`config.mk`:
```
export PLATFORM = sky130hd
export DESIGN_NAME = hfrv_mem_arbiter
export DESIGN_NICKNAME = d
export VERILOG_FILES = /design/src/rtl/hfrv_mem_arbiter.sv
export SDC_FILE = /design/constraint.sdc
export NUM_CORES = 1
export LEC_CHECK = 0
export BUFFER_PORTS_ARGS = -buffer_cell sky130_fd_sc_hd__buf_2
export CAP_MARGIN = 20
export CORE_AREA = 3 3 120 122
export DETAILED_ROUTE_END_ITERATION = 8
export DIE_AREA = 0 0 123 125
export GPL_TIMING_DRIVEN = 0
export PLACE_DENSITY = 0.52
export SYNTH_ARGS = -nofsm -noshare
export SYNTH_HDL_FRONTEND = slang
export SYNTH_SLANG_ARGS = --single-unit
```
`constraint.sdc`:
```
create_clock -name clk -period 2.68 [get_ports clk]
set_clock_uncertainty 0.1 [all_clocks]
set_input_delay 0.134 -clock clk [delete_from_list [all_inputs] [get_ports clk]]
set_output_delay 0.134 -clock clk [all_outputs]
set_load 0.01 [all_outputs]
```
`src/rtl/hfrv_mem_arbiter.sv`:
```
// Round-robin arbiter sharing one synchronous memory port between N_REQ requesters,
// with lock-held bursts and per-requester routing of pipelined read responses.
module hfrv_mem_arbiter #(
    parameter int N_REQ  = 2,
    parameter int ADDR_W = 32,
    parameter int DATA_W = 32,
    parameter int RD_LAT = 1
) (
    input  logic                          clk,
    input  logic                          rst_n,
    input  logic [N_REQ-1:0]              req_valid,
    input  logic [N_REQ-1:0]              req_lock,
    input  logic [N_REQ*ADDR_W-1:0]       req_addr,
    input  logic [N_REQ*DATA_W-1:0]       req_wdata,
    input  logic [N_REQ*(DATA_W/8)-1:0]   req_be,
    output logic [N_REQ-1:0]              req_ready,
    output logic [N_REQ-1:0]              rsp_valid,
    output logic [DATA_W-1:0]             rsp_rdata,
    output logic                          mem_en,
    output logic [ADDR_W-1:0]             mem_addr,
    output logic [DATA_W-1:0]             mem_wdata,
    output logic [DATA_W/8-1:0]           mem_be,
    input  logic [DATA_W-1:0]             mem_rdata,
    output logic [31:0]                   stall_cnt
);

    localparam int BE_W = DATA_W / 8;
    localparam int ID_W = $clog2(N_REQ);

    logic [ID_W-1:0] ptr;
    logic [ID_W-1:0] owner;
    logic            locked;
    logic [ID_W-1:0] grant_id;
    logic [ID_W-1:0] next_ptr;
    logic [ID_W-1:0] idx;
    logic            found;
    logic            active;
    logic            is_read;
    logic [BE_W-1:0] be_sel;
    logic [N_REQ-1:0] grant;
    logic [31:0]     stall_q;
    int              sidx;

    logic            pipe_vld [RD_LAT];
    logic [ID_W-1:0] pipe_id  [RD_LAT];

    // While locked only the owner may win, even if it is idle this cycle.
    always_comb begin
        found    = 1'b0;
        grant_id = '0;
        sidx     = 0;
        idx      = '0;
        if (locked) begin
            found    = req_valid[owner];
            grant_id = owner;
        end else begin
            for (int k = 0; k < N_REQ; k++) begin
                sidx = int'(ptr) + k;
                if (sidx >= N_REQ) sidx = sidx - N_REQ;
                idx = ID_W'(sidx);
                if (!found && req_valid[idx]) begin
                    found    = 1'b1;
                    grant_id = idx;
                end
            end
        end
    end

    assign active   = rst_n && found;
    assign be_sel   = req_be[int'(grant_id)*BE_W +: BE_W];
    assign is_read  = (be_sel == '0);
    assign next_ptr = (grant_id == ID_W'(N_REQ - 1)) ? '0 : grant_id + 1'b1;

    always_comb begin
        grant = '0;
        if (active) grant[grant_id] = 1'b1;
    end

    assign req_ready = grant;
    assign mem_en    = active;
    assign mem_addr  = req_addr[int'(grant_id)*ADDR_W +: ADDR_W];
    assign mem_wdata = req_wdata[int'(grant_id)*DATA_W +: DATA_W];
    assign mem_be    = active ? be_sel : '0;

    // ptr only advances on the access that ends (or never starts) a lock.
    always_ff @(posedge clk or negedge rst_n) begin
        if (!rst_n) begin
            ptr    <= '0;
            owner  <= '0;
            locked <= 1'b0;
        end else if (active) begin
            if (locked) begin
                if (!req_lock[grant_id]) begin
                    locked <= 1'b0;
                    ptr    <= next_ptr;
                end
            end else if (req_lock[grant_id]) begin
                locked <= 1'b1;
                owner  <= grant_id;
            end else begin
                ptr <= next_ptr;
            end
        end else if (locked && !req_valid[owner] && !req_lock[owner]) begin
            locked <= 1'b0;
        end
    end

    always_ff @(posedge clk or negedge rst_n) begin
        if (!rst_n) begin
            for (int s = 0; s < RD_LAT; s++) begin
                pipe_vld[s] <= 1'b0;
                pipe_id[s]  <= '0;
            end
        end else begin
            pipe_vld[0] <= active && is_read;
            pipe_id[0]  <= grant_id;
            for (int s = 1; s < RD_LAT; s++) begin
                pipe_vld[s] <= pipe_vld[s-1];
                pipe_id[s]  <= pipe_id[s-1];
            end
        end
    end

    always_comb begin
        rsp_valid = '0;
        if (pipe_vld[RD_LAT-1]) rsp_valid[pipe_id[RD_LAT-1]] = 1'b1;
    end

    assign rsp_rdata = mem_rdata;

    always_ff @(posedge clk or negedge rst_n) begin
        if (!rst_n) begin
            stall_q <= '0;
        end else if (((req_valid & ~grant) != '0) && (stall_q != 32'hFFFF_FFFF)) begin
            stall_q <= stall_q + 32'd1;
        end
    end

    assign stall_cnt = stall_q;

endmodule

```
==> implementation parameters <==
Parameter                              Value

Detailed routing
  Number of design-rule violations left by the first detailed-router iteration ... 165
  TritonRoute pass-1 iters ... 5
  Vias ... 3,853
  Final routed wirelength across all metal layers ... 15.1 mm
  Routed Antenna Nets ... 0
  Drt wl/cell ... 16.8 µm
  Drc violations ... 0
  DR vias/cell ... 4.28

Pwr
  Power density cells ... 686 nW/µm²
  Static leakage ... 2.81 nW
  Highest ir drop seen on vdd ... 0.000290 V

Min path
  Type of the worst min-delay path ... input pin to register

STA
  Final hold violation count ... 0
  Final worst-path cycle share ... 0.902
  Number of pins with negative max-slew slack in the final report ... 0
  Clock period minus final worst setup slack ... 2.42 ns
  Relative slew slack ... 0.490
  Post-Route Hold Slack ... 0.0567 ns
  Maximum clock rate ... 0.414 GHz
  Final number of setup-violating endpoints ... 0
  Total negative slack ... 0 ns
  Worst path setup slack after routing ... 0.262 ns
  Unrepaired setup endpoints after global routing ... no
  Pin slew with the least headroom to its limit ... 0.760 ns

Logic synthesis
  Top cells by area in the synthesized netlist ... sky130_fd_sc_hd__dfrtp_1 31%, sky130_fd_sc_hd__nand2_1 27%, sky130_fd_sc_hd__buf_4 8.8%, sky130_fd_sc_hd__xor2_1 5.3%, sky130_fd_sc_hd__xnor2_1 3.2%
  Largest area contributor in the netlist ... sky130_fd_sc_hd__dfrtp_1
  Number of distinct library cells after synthesis ... 43
  Syn avg cell area ... 6.90 µm²
  Register area share after synthesis ... 0.309
  Post-synthesis net count ... 610
  Combined area of all synthesized cells ... 3000 µm²
  Number of warnings issued by yosys ... 0
  Area share of the leading cell type in the synthesized netlist ... 0.309
  #FFs+latches synth ... 37
  Number of instances in the synthesized netlist ... 435

Final layout
  Area grow syn2layout ... 60.1%
  Design Area, Final ... 4800 µm²
  Share of post-route cells with drive strength above 1 ... 0.465
  Final std cells w/o fill ... 901
  Fill cells ... 1,486
  Final net count ... 896
  Footprint of the multi-input gates ... 1740 µm²
  FF+latch area ... 926 µm²

Setup path
  Startpoint Class ... register
  CP Data Required Time ... 2.45 ns
  Setup crit end kind ... output port
  Data arrival time at the worst-slack endpoint ... 2.18 ns
  Maximum fanout encountered on the critical timing path ... 10
  Worst setup path category ... register to output port

Run status
  Outcome ... finished, final reports clean

Floorplanning
  Floorplan die area ... 15,400 µm²
  Site row count ... 42
  Initial Util ... 0.226
  I/O pins ... 311
  Die X-Extent ... 123 µm
  Core box area ... 13,300 µm²
  Die outline height ... 125 µm

Place
  Post-Place Setup Slack ... 0.133 ns
  Number of buffers inserted by port buffering ... 278
  Total instance count after detailed placement ... 889
  Cell area after placement ... 4610 µm²
  Detailed-placement wirelength estimate ... 12.8 mm
  GP Congestion ... 0.846

GRT
  Met3 track demand over resource in global routing ... 0.0330
  Antenna violations before repair ... 5
  Number of global-route vias before repair ... 3,857
  Met2 usage ... 0.343
  First-pass GRT wire length ... 22.1 mm
  Maximum number of pins on one net before global-route repair ... 38
  Total global routing overflow ... 0
  Met1 demand-to-capacity share in global routing ... 0.218
  Total global routing track utilization ... 0.187
  Peak-usage layer in the global routing report ... met2

Clock tree
  CTS H-tree lvls ... 2
  Setup Buffers After CTS ... 0
  CTS Sinks ... 37
  Root cell of the clock tree ... sky130_fd_sc_hd__clkbuf_16
  TritonCTS clock tree ... yes
  Insertion delay to the later sink of the worst-skew pair ... 0.28 ns
  Clock buffers created by TritonCTS ... 5
  Clock Path Buffers ... 2
  Reg clk slew, reported paths ... 0.06 ns

Flow run
  Number of max-capacitance violations reported ... 0
[critical path, cell delays in order (launching register included)]
cell                       delay (ns)
sky130_fd_sc_hd__dfrtp_1         0.39
sky130_fd_sc_hd__o21ai_0         0.23
sky130_fd_sc_hd__o21a_1          0.40
sky130_fd_sc_hd__clkbuf_1        0.46
sky130_fd_sc_hd__nand2_1         0.10
sky130_fd_sc_hd__a21oi_1         0.17
sky130_fd_sc_hd__buf_2           0.17
[synth_stat cells]
| library cell | n |
|---|---|
| sky130_fd_sc_hd__nand2_1 | 214 |
| sky130_fd_sc_hd__dfrtp_1 | 37 |
| sky130_fd_sc_hd__buf_4 | 35 |
| sky130_fd_sc_hd__xor2_1 | 18 |
| sky130_fd_sc_hd__nand3_1 | 15 |
| sky130_fd_sc_hd__clkbuf_1 | 14 |
| sky130_fd_sc_hd__nor2_1 | 13 |
| sky130_fd_sc_hd__xnor2_1 | 11 |
| sky130_fd_sc_hd__nor3_1 | 9 |
| sky130_fd_sc_hd__and3_1 | 8 |
| sky130_fd_sc_hd__nand4_1 | 7 |
| sky130_fd_sc_hd__a21oi_1 | 6 |
| sky130_fd_sc_hd__nor4_1 | 6 |
| sky130_fd_sc_hd__o21ai_0 | 5 |
| sky130_fd_sc_hd__buf_1 | 2 |
| sky130_fd_sc_hd__inv_1 | 2 |
| sky130_fd_sc_hd__nand2b_1 | 2 |
| sky130_fd_sc_hd__nor2b_1 | 2 |
| sky130_fd_sc_hd__nor4b_1 | 2 |
| sky130_fd_sc_hd__o21a_1 | 2 |
| sky130_fd_sc_hd__o41ai_1 | 2 |
| sky130_fd_sc_hd__or3_4 | 2 |
| sky130_fd_sc_hd__a2111oi_2 | 1 |
| sky130_fd_sc_hd__a21bo_2 | 1 |
| sky130_fd_sc_hd__a21boi_0 | 1 |
| sky130_fd_sc_hd__a221oi_4 | 1 |
| sky130_fd_sc_hd__a311oi_1 | 1 |
| sky130_fd_sc_hd__and2_1 | 1 |
| sky130_fd_sc_hd__and4_1 | 1 |
| sky130_fd_sc_hd__and4_4 | 1 |
| sky130_fd_sc_hd__buf_2 | 1 |
| sky130_fd_sc_hd__ha_1 | 1 |
| sky130_fd_sc_hd__inv_2 | 1 |
| sky130_fd_sc_hd__mux2_1 | 1 |
| sky130_fd_sc_hd__mux2_4 | 1 |
| sky130_fd_sc_hd__mux2i_1 | 1 |
| sky130_fd_sc_hd__nand3_2 | 1 |
| sky130_fd_sc_hd__nor3b_1 | 1 |
| sky130_fd_sc_hd__nor4_2 | 1 |
| sky130_fd_sc_hd__nor4_4 | 1 |
| sky130_fd_sc_hd__nor4b_2 | 1 |
| sky130_fd_sc_hd__o211ai_1 | 1 |
| sky130_fd_sc_hd__o221ai_1 | 1 |
[cell type report]
type | count | area share
multi-input cells | 343 | 0.361
diodes | 3 | 0.00156
repair buffers | 280 | 0.296
well taps | 176 | 0.0458
clock inverters | 1 | 0.00104
inverters | 3 | 0.00234
clock buffers | 7 | 0.0318
flip-flops and latches | 37 | 0.193
plain buffers | 51 | 0.0677
[cells in the final DEF (no fill, tap or decap), types with 2 or more instances in the layout]
cell type	count
sky130_fd_sc_hd__buf_2	279
sky130_fd_sc_hd__nand2_1	214
sky130_fd_sc_hd__dfrtp_1	37
sky130_fd_sc_hd__buf_4	35
sky130_fd_sc_hd__xor2_1	18
sky130_fd_sc_hd__nand3_1	15
sky130_fd_sc_hd__nor2_1	13
sky130_fd_sc_hd__clkbuf_1	12
sky130_fd_sc_hd__xnor2_1	11
sky130_fd_sc_hd__nor3_1	9
sky130_fd_sc_hd__and3_1	8
sky130_fd_sc_hd__nand4_1	7
sky130_fd_sc_hd__a21oi_1	6
sky130_fd_sc_hd__nor4_1	6
sky130_fd_sc_hd__o21ai_0	5
sky130_fd_sc_hd__clkbuf_16	5
sky130_fd_sc_hd__diode_2	3
sky130_fd_sc_hd__inv_1	2
sky130_fd_sc_hd__o21a_1	2
sky130_fd_sc_hd__buf_1	2
sky130_fd_sc_hd__nand2b_1	2
sky130_fd_sc_hd__nor2b_1	2
sky130_fd_sc_hd__o41ai_1	2
sky130_fd_sc_hd__or3_4	2
sky130_fd_sc_hd__nor4b_1	2
sky130_fd_sc_hd__clkbuf_8	2
[flip-flops by register name (all words and copies together), names as in the netlist]
register	cells
pipe_vld	1
locked	1
owner	1
stall_cnt	32
pipe_id	1
ptr	1
[layer usage]
metal  share of wire  vias to the layer above
met1            0.38                     1714
met2            0.54                      169
met4           0.023                        0
li1                -                     1954
met5               0                        -
met3           0.059                       16
[report_power, final]
part           internal, W  total, W  leakage [nW]  switching [W]
registers         0.000662  0.000798         0.457       0.000136
clock network     0.000394  0.000614        0.0799       0.000220
logic             0.000738   0.00189          2.28        0.00115
total              0.00179   0.00330          2.81        0.00150
[logic make-up (layout without fill, tap and decap cells)]
kind of cell / Yosys count / count (layout) / share of synthesized area
and+or+nand+nor: 288 / 288 / 0.420
buffers and inverters: 55 / 342 / 0.113
DFF: 37 / 37 / 0.309
xor gates and xnor gates: 29 / 29 / 0.0847
AOI/OAI and AO/OA: 22 / 22 / 0.0571
muxes: 3 / 3 / 0.0121
adders and majority gates: 1 / 1 / 0.00417
other: 0 / 3 / 0
[metrics by stage]
stage,util,power [W]
2_1_floorplan,-,0.00183
3_3_place_gp,0.347,0.00272
3_5_place_dp,0.347,0.00271
4_1_cts,0.361,0.00334
5_1_grt,0.361,0.00357
6_report,0.361,0.00330
[timing repair]
| item | in CTS | in global routing |
|---|---|---|
| hold buffers | 2 | 0 |
| endpoints found under the setup margin | 0 | 59 |
| endpoints found under the hold margin | 37 | 0 |
| gates resized for setup | 0 | 2 |
[final timing paths]
| kind | startpoint | to | slack, ns | depth (start not counted) |
|---|---|---|---|---|
| worst max-delay path | ptr | mem_be[0] | 0.26 | 6 |
| worst min-delay path | req_lock[1] | ptr | 0.06 | 3 |
| worst max register to register | stall_cnt[23] | stall_cnt[2] | 0.38 | 7 |
| worst min register to register | stall_cnt[14] | stall_cnt[14] | 0.39 | 1 |
| max in group asynchronous | rst_n | stall_cnt[29] | 1.93 | 3 |
| min in group asynchronous | rst_n | stall_cnt[8] | 0.35 | 3 |
No activity file was read; power rests on OpenSTA's default activity.
